[src/rtl/umi_port_arbiter.sv]
// Per-output-port arbiter for the UMI crossbar: fixed-priority, round-robin and aged
// round-robin grant selection, with the grant held across sink backpressure.
module umi_port_arbiter #(
  parameter int unsigned N       = 4,
  parameter int unsigned AGEW    = 4,
  parameter int unsigned AGE_MAX = 12
) (
  input  logic         clk,
  input  logic         nreset,
  input  logic [1:0]   mode,
  input  logic [N-1:0] mask,
  input  logic [N-1:0] umi_in_request,
  output logic [N-1:0] umi_in_ready,
  output logic         umi_out_valid,
  input  logic         umi_out_ready,
  output logic [N-1:0] grant,
  output logic [N-1:0] starved
);

  localparam int unsigned IW = $clog2(N);
  localparam logic [AGEW-1:0] AgeMax = AGEW'(AGE_MAX);
  localparam logic [AGEW-1:0] AgeSat = {AGEW{1'b1}};

  logic            en_q;
  logic            hold_q;
  logic [IW-1:0]   hold_idx_q;
  logic [IW-1:0]   ptr_q;
  logic [IW-1:0]   ptr_d;
  logic [AGEW-1:0] age_q [N];
  logic [AGEW-1:0] age_d [N];
  logic [N-1:0]    starved_q;

  logic [N-1:0]    req;
  logic [N-1:0]    aged;
  logic [IW-1:0]   gidx;
  logic [IW-1:0]   rr_idx;
  logic            gany;
  logic            xfer;

  assign req = umi_in_request & ~mask;

  // Loops run from the lowest priority candidate upward so the last hit is the winner.
  always_comb begin
    gidx   = '0;
    gany   = 1'b0;
    rr_idx = '0;
    for (int i = 0; i < int'(N); i++) begin
      aged[i] = req[i] && (age_q[i] >= AgeMax);
    end
    if (en_q) begin
      if (hold_q && req[hold_idx_q]) begin
        gany = 1'b1;
        gidx = hold_idx_q;
      end else if (mode == 2'b00 || (mode[1] && |aged)) begin
        for (int i = int'(N) - 1; i >= 0; i--) begin
          if (mode == 2'b00 ? req[i] : aged[i]) begin
            gany = 1'b1;
            gidx = IW'(i);
          end
        end
      end else begin
        for (int k = int'(N) - 1; k >= 0; k--) begin
          rr_idx = IW'((int'(ptr_q) + k) % int'(N));
          if (req[rr_idx]) begin
            gany = 1'b1;
            gidx = rr_idx;
          end
        end
      end
    end
  end

  always_comb begin
    grant = '0;
    if (gany) begin
      grant[gidx] = 1'b1;
    end
  end

  assign umi_out_valid = gany;
  assign umi_in_ready  = grant & {N{umi_out_ready}};
  assign xfer          = gany & umi_out_ready;
  assign starved       = starved_q;
  assign ptr_d         = (gidx == IW'(N - 1)) ? '0 : gidx + 1'b1;

  always_comb begin
    for (int i = 0; i < int'(N); i++) begin
      if (!req[i] || (xfer && gidx == IW'(i))) begin
        age_d[i] = '0;
      end else if (age_q[i] != AgeSat) begin
        age_d[i] = age_q[i] + 1'b1;
      end else begin
        age_d[i] = age_q[i];
      end
    end
  end

  always_ff @(posedge clk or negedge nreset) begin
    if (!nreset) begin
      en_q       <= 1'b0;
      hold_q     <= 1'b0;
      hold_idx_q <= '0;
      ptr_q      <= '0;
      starved_q  <= '0;
      for (int i = 0; i < int'(N); i++) begin
        age_q[i] <= '0;
      end
    end else begin
      en_q   <= 1'b1;
      hold_q <= gany & ~umi_out_ready;
      if (gany && !umi_out_ready) begin
        hold_idx_q <= gidx;
      end
      if (xfer && mode != 2'b00) begin
        ptr_q <= ptr_d;
      end
      for (int i = 0; i < int'(N); i++) begin
        age_q[i]     <= age_d[i];
        starved_q[i] <= (age_d[i] >= AgeMax);
      end
    end
  end

endmodule

[config.mk]
export PLATFORM = sky130hd
export DESIGN_NAME = umi_port_arbiter
export DESIGN_NICKNAME = d
export VERILOG_FILES = /design/src/rtl/umi_port_arbiter.sv
export SDC_FILE = /design/constraint.sdc
export NUM_CORES = 1
export LEC_CHECK = 0
export ABC_AREA = 1
export CORE_ASPECT_RATIO = 1.2
export CORE_MARGIN = 4
export CORE_UTILIZATION = 54
export CTS_CLUSTER_DIAMETER = 80
export DETAILED_ROUTE_END_ITERATION = 8
export HOLD_SLACK_MARGIN = 0.15
export PLACE_DENSITY = 0.79
export RECOVER_POWER = 50
export SLEW_MARGIN = 20
export SYNTH_ARGS = -nofsm -noshare
export SYNTH_HDL_FRONTEND = slang
export SYNTH_SLANG_ARGS = --single-unit
[constraint.sdc]
create_clock -name clk -period 2.4 [get_ports clk]
set_input_delay 0.36 -clock clk [delete_from_list [all_inputs] [get_ports clk]]
set_output_delay 0.36 -clock clk [all_outputs]
set_load 0.02 [all_outputs]
==> results of run 1 <==
[timing repair]
action,CTS,global route
gates resized for setup,108,67
endpoints found under the hold margin,0,0
buffers inserted,16,12
pin swaps,25,28
hold buffers,0,0
endpoints found under the setup margin,12,21
[final cells by class]
class                   instances  area [sq um]  share of cell area, %
clock buffers                   3          22.5                  0.741
inverters                      43           176                   5.80
clock inverters                 1          30.0                  0.988
well taps                      36          45.0                   1.48
repair buffers                 95           820                   27.0
multi-input cells             177          1290                   42.6
flip-flops and latches         26           652                   21.4
[cells by family after synthesis]
| kind of cell | after synthesis | synth area share (%) |
|---|---|---|
| AOI/OAI and AO/OA | 25 | 8.03 |
| xor gates and xnor gates | 6 | 2.91 |
| adders and majority gates | 8 | 5.54 |
| buffers and inverters | 43 | 8.93 |
| DFF | 26 | 36.0 |
| other | 1 | 0.208 |
| and+or+nand+nor | 137 | 38.4 |
[cells in the mapped netlist (2+ instances only)]
| cell type | count |
|---|---|
| nor3b_2 | 2 |
| nor2_2 | 2 |
| nand2_4 | 2 |
| a21oi_1 | 8 |
| a21oi_2 | 2 |
| xor2_1 | 2 |
| nor2_1 | 26 |
| ha_1 | 8 |
| o21ai_0 | 11 |
| xnor2_1 | 4 |
| nand3b_1 | 2 |
| inv_1 | 40 |
| nand2_1 | 61 |
| nand3_1 | 23 |
| nand2_2 | 9 |
| nor3_2 | 4 |
| dfrtp_1 | 26 |
| inv_2 | 3 |
[metrics by stage]
step | power [W] | util [%] | std cells | hold WS (ps)
6_report | 0.00278 | 96.9 | 381 | 633
5_1_grt | 0.00284 | 96.9 | 381 | 640
4_1_cts | 0.00215 | 87.2 | 371 | 385
3_5_place_dp | 0.00150 | 77.5 | 351 | 569
3_3_place_gp | 0.00148 | 77.5 | 351 | 562
2_1_floorplan | 0.00110 | - | 246 | 64.4
[power by group through the flow]
| stage | combinational, W | clock (W) | sequential (W) |
|---|---|---|---|
| 6_report | 0.00191 | 0.000316 | 0.000552 |
| 5_1_grt | 0.00197 | 0.000326 | 0.000553 |
| 4_1_cts | 0.00133 | 0.000305 | 0.000521 |
| 3_5_place_dp | 0.000973 | 0 | 0.000529 |
| 3_3_place_gp | 0.000957 | 0 | 0.000526 |
| 2_1_floorplan | 0.000576 | 0 | 0.000528 |
[registers in the layout, indices dropped and copies added (netlist names)]
name / flops
en_q: 1
starved: 4
hold_idx_q: 2
hold_q: 1
age_q: 16
ptr_q: 2
[worst min-delay path, cell delays in order, from the launching register on]
cell,delay [ps]
dfrtp_1,450
nand2_1,110
a21oi_2,60
[layer usage]
metal	vias up	part of all wire, %	GRT usage, %
met5	-	0	0
met4	0	9.7	14.2
met3	110	13	3.42
met2	285	46	51.4
met1	1151	32	35.1
li1	966	-	-
[final timing paths]
check,slack [ps],to,startpoint
hold / removal,630,age_q[9],age_q[9]
setup / recovery,-640,umi_in_ready[3],ptr_q[0]
setup reg to reg,-250,hold_idx_q[1],ptr_q[0]
max in group asynchronous,580,ptr_q[0],nreset
hold reg to reg,630,age_q[9],age_q[9]
min in group asynchronous,870,age_q[7],nreset
==> impl_metrics.py, run 1 <==
metrics = {
    "timing": {
        "slew_violations": 0,
        "rsz0062_at_grt": "true",
        "post-route-worst-setup-slack_ps": -642,
        "period_share_pct": 127,
        "period_needed_ps": 3040,
        "slew_headroom_pct": 1.81,
        "fin_setup_tns_ps": -7590,
        "worst_pin_slew_ps": 1470,
        "report.final.setup_viol": 30,
        "hold_violations": 0,
        "final.setup_skew_ps": 9.35,
        "fmax_mhz": 329,
    },
    "clock_network": {
        "cts_tree": "built",
        "cts_root_buf": "clkbuf_4",
        "clk_latency_ps": 340,
        "numCtsBuffers": 3,
        "clockBufferDepth": 2,
        "htree_levels": 1,
        "clock_sinks": 26,
        "cts.clk_slew.worst_paths_ps": 160,
    },
    "cells_and_area": {
        "final_cell_mix": "buf_4, nand2_1, inv_1, nand2_2, dfrtp_1",
        "final_common_cell": "buf_4",
        "nets": 367,
        "syn2layout_area_growth_pct": 68.3,
        "n_fill_cell": 57,
        "insertedDiodeCount": 0,
        "drive_gt1_share_pct": 51.9,
        "design_area_sq_mm": 0.00304,
    },
    "setup_path": {
        "required_ps": 2040,
        "crit_family": "simple AND/OR/NAND/NOR gates",
        "cpMaxStageDelayCell": "dfrtp_2",
        "crit_cells": 18,
        "arrival_ps": 2680,
        "critPathMaxFanout": 6,
        "setup.worst_path.class": "flop to output port",
        "critPathBufInv": 6,
        "critPathMaxStageDelay_ps": 490,
        "cp_cell_sequence": "clkinv_4 -> nand2_4 -> nand2_4 -> inv_2 -> nand2_2 -> nand2_2 -> inv_4 -> nand2_2 -> nand2_1 -> nand2_1 -> nand3_2 -> nand2_2 -> nand2_4 -> inv_4 -> ha_4 -> nand2_4 -> inv_1 -> buf_6",
        "start_kind": "flop",
        "critPathCaptureType": "output port",
        "r2r_cells": 21,
    },
    "grt": {
        "grt_overflow_total": 0,
        "grt_max_degree": 27,
        "grt_util_all_layers_pct": 29.6,
        "antenna_found_initial": 0,
        "grt_pass1_vias": 2088,
        "grt_pass1_wl_um": 9650,
    },
    "floorplan": {
        "fp.dieH_um": 71.4,
        "fp-row-count": 22,
        "core_sq_mm": 0.00314,
        "initial_core_util_pct": 57.6,
        "ios": 26,
        "die_w_um": 60.8,
        "die_area_sq_mm": 0.00434,
    },
    "drt": {
        "drtPass1Iterations": 5,
        "num_vias": 2512,
        "wl_per_cell_um": 24.5,
        "final_antenna_net_count": 0,
        "via_per_inst": 6.59,
        "drcViolationCount": 0,
        "drt-initial-drc-count": 369,
        "wl_um": 9330,
    },
    "placement": {
        "place.gp.congestion": 0.907,
        "place_area_sq_mm": 0.00243,
        "port_buffers": 25,
        "dp_slack_ps": -975,
        "hpwl_um": 3210,
    },
    "pwr": {
        "swShare_pct": 46.3,
        "p_int_w": 0.00149,
        "ir_drop_uv": 977,
        "p_switching_w": 0.00129,
        "power_density_mw_per_mm2": 915,
        "seq_power_share_pct": 19.9,
        "combPwrFrac_pct": 68.8,
        "leakage_nw": 1.60,
        "clkPwrFrac_pct": 11.3,
    },
    "yosys": {
        "ys_ff_latch": 26,
        "synth_ff_type": "dfrtp_1",
        "syn_area_sq_mm": 0.00181,
        "yosysWarnings": 0,
        "syn_inst": 246,
        "synth.largest_area_cell": "dfrtp_1",
        "synth_edf_count": 0,
        "syn_area_per_cell_sq_um": 7.34,
        "async_flop_share_pct": 100,
        "synth.distinct_cells": 29,
        "yosysTopAreaCellShare_pct": 36.0,
        "seq_area_frac_synth_pct": 36.0,
        "synth_fp_nets": 267,
        "synth_area_leaders": "dfrtp_1, nand2_1, inv_1",
    },
    "status": {
        "violations": "negative setup slack",
        "outcome": "complete, but fails checks",
    },
    "min_path": {
        "whs_path_depth": 2,
        "min_path_type": "flop to flop",
    },
    "flow_run": {
        "cap_viol_max_count": 0,
    },
}
No activity file was read; power rests on OpenSTA's default activity.
==> run 2: changes to the inputs <==
- CORE_MARGIN: 4 -> default
- GPL_TIMING_DRIVEN: default -> 0
==> run 2 against run 1 <==
The flow still finishes with violations (negative setup slack). Critical path depth is 1 lower. Register-to-register slack worse by 40 ps. Worst setup slack better by 310 ps. Hold slack worse by 53 ps. Clock skew is 2.6 ps lower. Sequential power is 2% lower. Non-clock buffer count is 36 lower. Combinational power is 28% lower. Clock-buffer cell count stayed put. Via count is 26% lower. Critical endpoint is now grant[1].
==> impl_metrics.py, run 2 (synthesized netlist as in run 1, its figures left out) <==
metrics = {
    "cells_and_area": {
        "syn2layout_area_growth_pct": 45.9,
        "seqCellArea_sq_um": 652,
        "largest_reg_flops": 16,
        "n_fill_cell": 183,
        "drive_gt1_share_pct": 43.5,
        "largest_register": "age_q",
        "fin_util_pct": 84.8,
        "final_common_cell": "nand2_1",
        "nets": 331,
        "final_cell_mix": "nand2_1, buf_4, dfrtp_1",
        "insertedDiodeCount": 0,
        "multi_input_area_sq_mm": 0.00125,
    },
    "grt": {
        "grt_max_degree": 27,
        "grt_pass1_vias": 1659,
        "grt_overflow_total": 0,
        "grt_util_all_layers_pct": 27.2,
        "grt_pass1_wl_um": 7060,
        "antenna_found_initial": 0,
    },
    "pwr": {
        "seq_power_share_pct": 25.8,
        "p_switching_w": 0.000973,
        "report.power.total_w": 0.00211,
        "ir_drop_uv": 628,
        "clkPwrFrac_pct": 8.9,
        "swShare_pct": 46.2,
        "power_density_mw_per_mm2": 799,
        "combPwrFrac_pct": 65.3,
        "p_int_w": 0.00113,
        "leakage_nw": 1.41,
    },
    "timing": {
        "hold_violations": 0,
        "slew_violations": 0,
        "report.final.setup_viol": 9,
        "slew_headroom_pct": 1.73,
        "rsz0062_at_grt": "true",
        "fmax_mhz": 366,
        "final.setup_skew_ps": 6.74,
        "worst_pin_slew_ps": 1470,
        "period_needed_ps": 2730,
        "period_share_pct": 114,
        "fin_setup_tns_ps": -2670,
        "post-route-worst-setup-slack_ps": -331,
    },
    "clock_network": {
        "cts_tree": "built",
        "cts_root_buf": "clkbuf_4",
        "clk_latency_ps": 330,
        "numCtsBuffers": 3,
        "clockBufferDepth": 2,
        "htree_levels": 1,
        "cts.clk_slew.worst_paths_ps": 140,
        "clock_sinks": 26,
    },
    "drt": {
        "drtPass1Iterations": 4,
        "wl_per_cell_um": 15.0,
        "num_vias": 1867,
        "drcViolationCount": 0,
        "final_antenna_net_count": 0,
        "via_per_inst": 5.43,
        "wl_um": 5150,
        "drt-initial-drc-count": 40,
    },
    "setup_path": {
        "start_kind": "flop",
        "critPathCaptureType": "output port",
        "critPathMaxFanout": 6,
        "critPathMaxStageDelay_ps": 480,
        "cpMaxStageDelayCell": "dfrtp_2",
        "cp_cell_sequence": "clkinv_4 -> nand3_2 -> nand2_4 -> nand2_2 -> nand2_2 -> inv_2 -> nand2_1 -> nand2_1 -> nand2_1 -> nand3_2 -> nand2_2 -> nand2_4 -> inv_4 -> ha_4 -> inv_2 -> nor2_4 -> buf_6",
        "crit_family": "simple AND/OR/NAND/NOR gates",
        "required_ps": 2040,
        "arrival_ps": 2370,
        "critPathBufInv": 5,
        "setup.worst_path.class": "flop to output port",
    },
    "floorplan": {
        "ios": 26,
        "initial_core_util_pct": 58.1,
        "fp.dieH_um": 65.4,
        "die_w_um": 54.8,
        "core_sq_mm": 0.00311,
        "die_area_sq_mm": 0.00358,
        "fp-row-count": 22,
    },
    "flow_run": {
        "cap_viol_max_count": 0,
    },
    "placement": {
        "place.gp.congestion": 0.804,
        "dp_slack_ps": -1080,
        "port_buffers": 25,
        "hpwl_um": 2660,
    },
    "status": {
        "violations": "negative setup slack",
        "outcome": "complete, but fails checks",
    },
    "min_path": {
        "min_path_type": "input port to flop",
    },
}
## run 2: stage by stage
stage	hold slack, ps	instance area [sq um]	cells
finish	581	2640	344
global route	606	2640	344
CTS	569	2450	332
detailed placement	392	2100	307
global placement	507	2100	307
floorplan	64.4	1810	246
## run 2: layer usage
layer / vias to the layer above / track usage, % / part of all wire [%]
met5: - / 0 / 0
met4: 0 / 12.5 / 4.3
met3: 22 / 3.01 / 3.6
met2: 59 / 47.0 / 52
met1: 883 / 32.2 / 40
li1: 903 / - / -
## run 2: worst paths after layout
| kind | from | end | slack (ps) | depth (start not counted) |
|---|---|---|---|---|
| min in group asynchronous | nreset | age_q[12] | 890 | 2 |
| worst max register to register | ptr_q[0] | hold_idx_q[1] | -290 | 22 |
| worst min-delay path | mask[1] | age_q[9] | 580 | 4 |
| worst max-delay path | ptr_q[0] | grant[1] | -330 | 17 |
| worst min register to register | age_q[1] | age_q[1] | 590 | 2 |
| max in group asynchronous | nreset | ptr_q[0] | 550 | 2 |
## run 2: cell type report
class,count,share of cell area [%]
Timing Repair Buffer,59,18.8
Clock buffer,3,0.854
Tap cell,36,1.71
Multi-Input combinational cell,177,47.4
Inverter,43,6.50
Sequential cell,26,24.7
## run 2: timing repair
item,CTS,global route
setup endpoints to repair,9,10
hold buffers,1,0
pin swaps,23,22
endpoints found under the hold margin,26,0
resized for setup,116,33
cloned,0,0
setup buffers,21,12
## run 2: worst register-to-register path, delay by kind of cell (launching register included)
family                 cells  cell delay (ps)
and+or+nand+nor           11              780
buffers and inverters     11             1320
DFF                        1              480
## run 2: power groups by stage
stage / clock network (W) / logic [W] / registers [W]
3_3_place_gp: 0 / 0.000752 / 0.000539
3_5_place_dp: 0 / 0.000754 / 0.000539
6_report: 0.000188 / 0.00138 / 0.000543
4_1_cts: 0.000190 / 0.00113 / 0.000536
2_1_floorplan: 0 / 0.000576 / 0.000528
5_1_grt: 0.000207 / 0.00146 / 0.000547
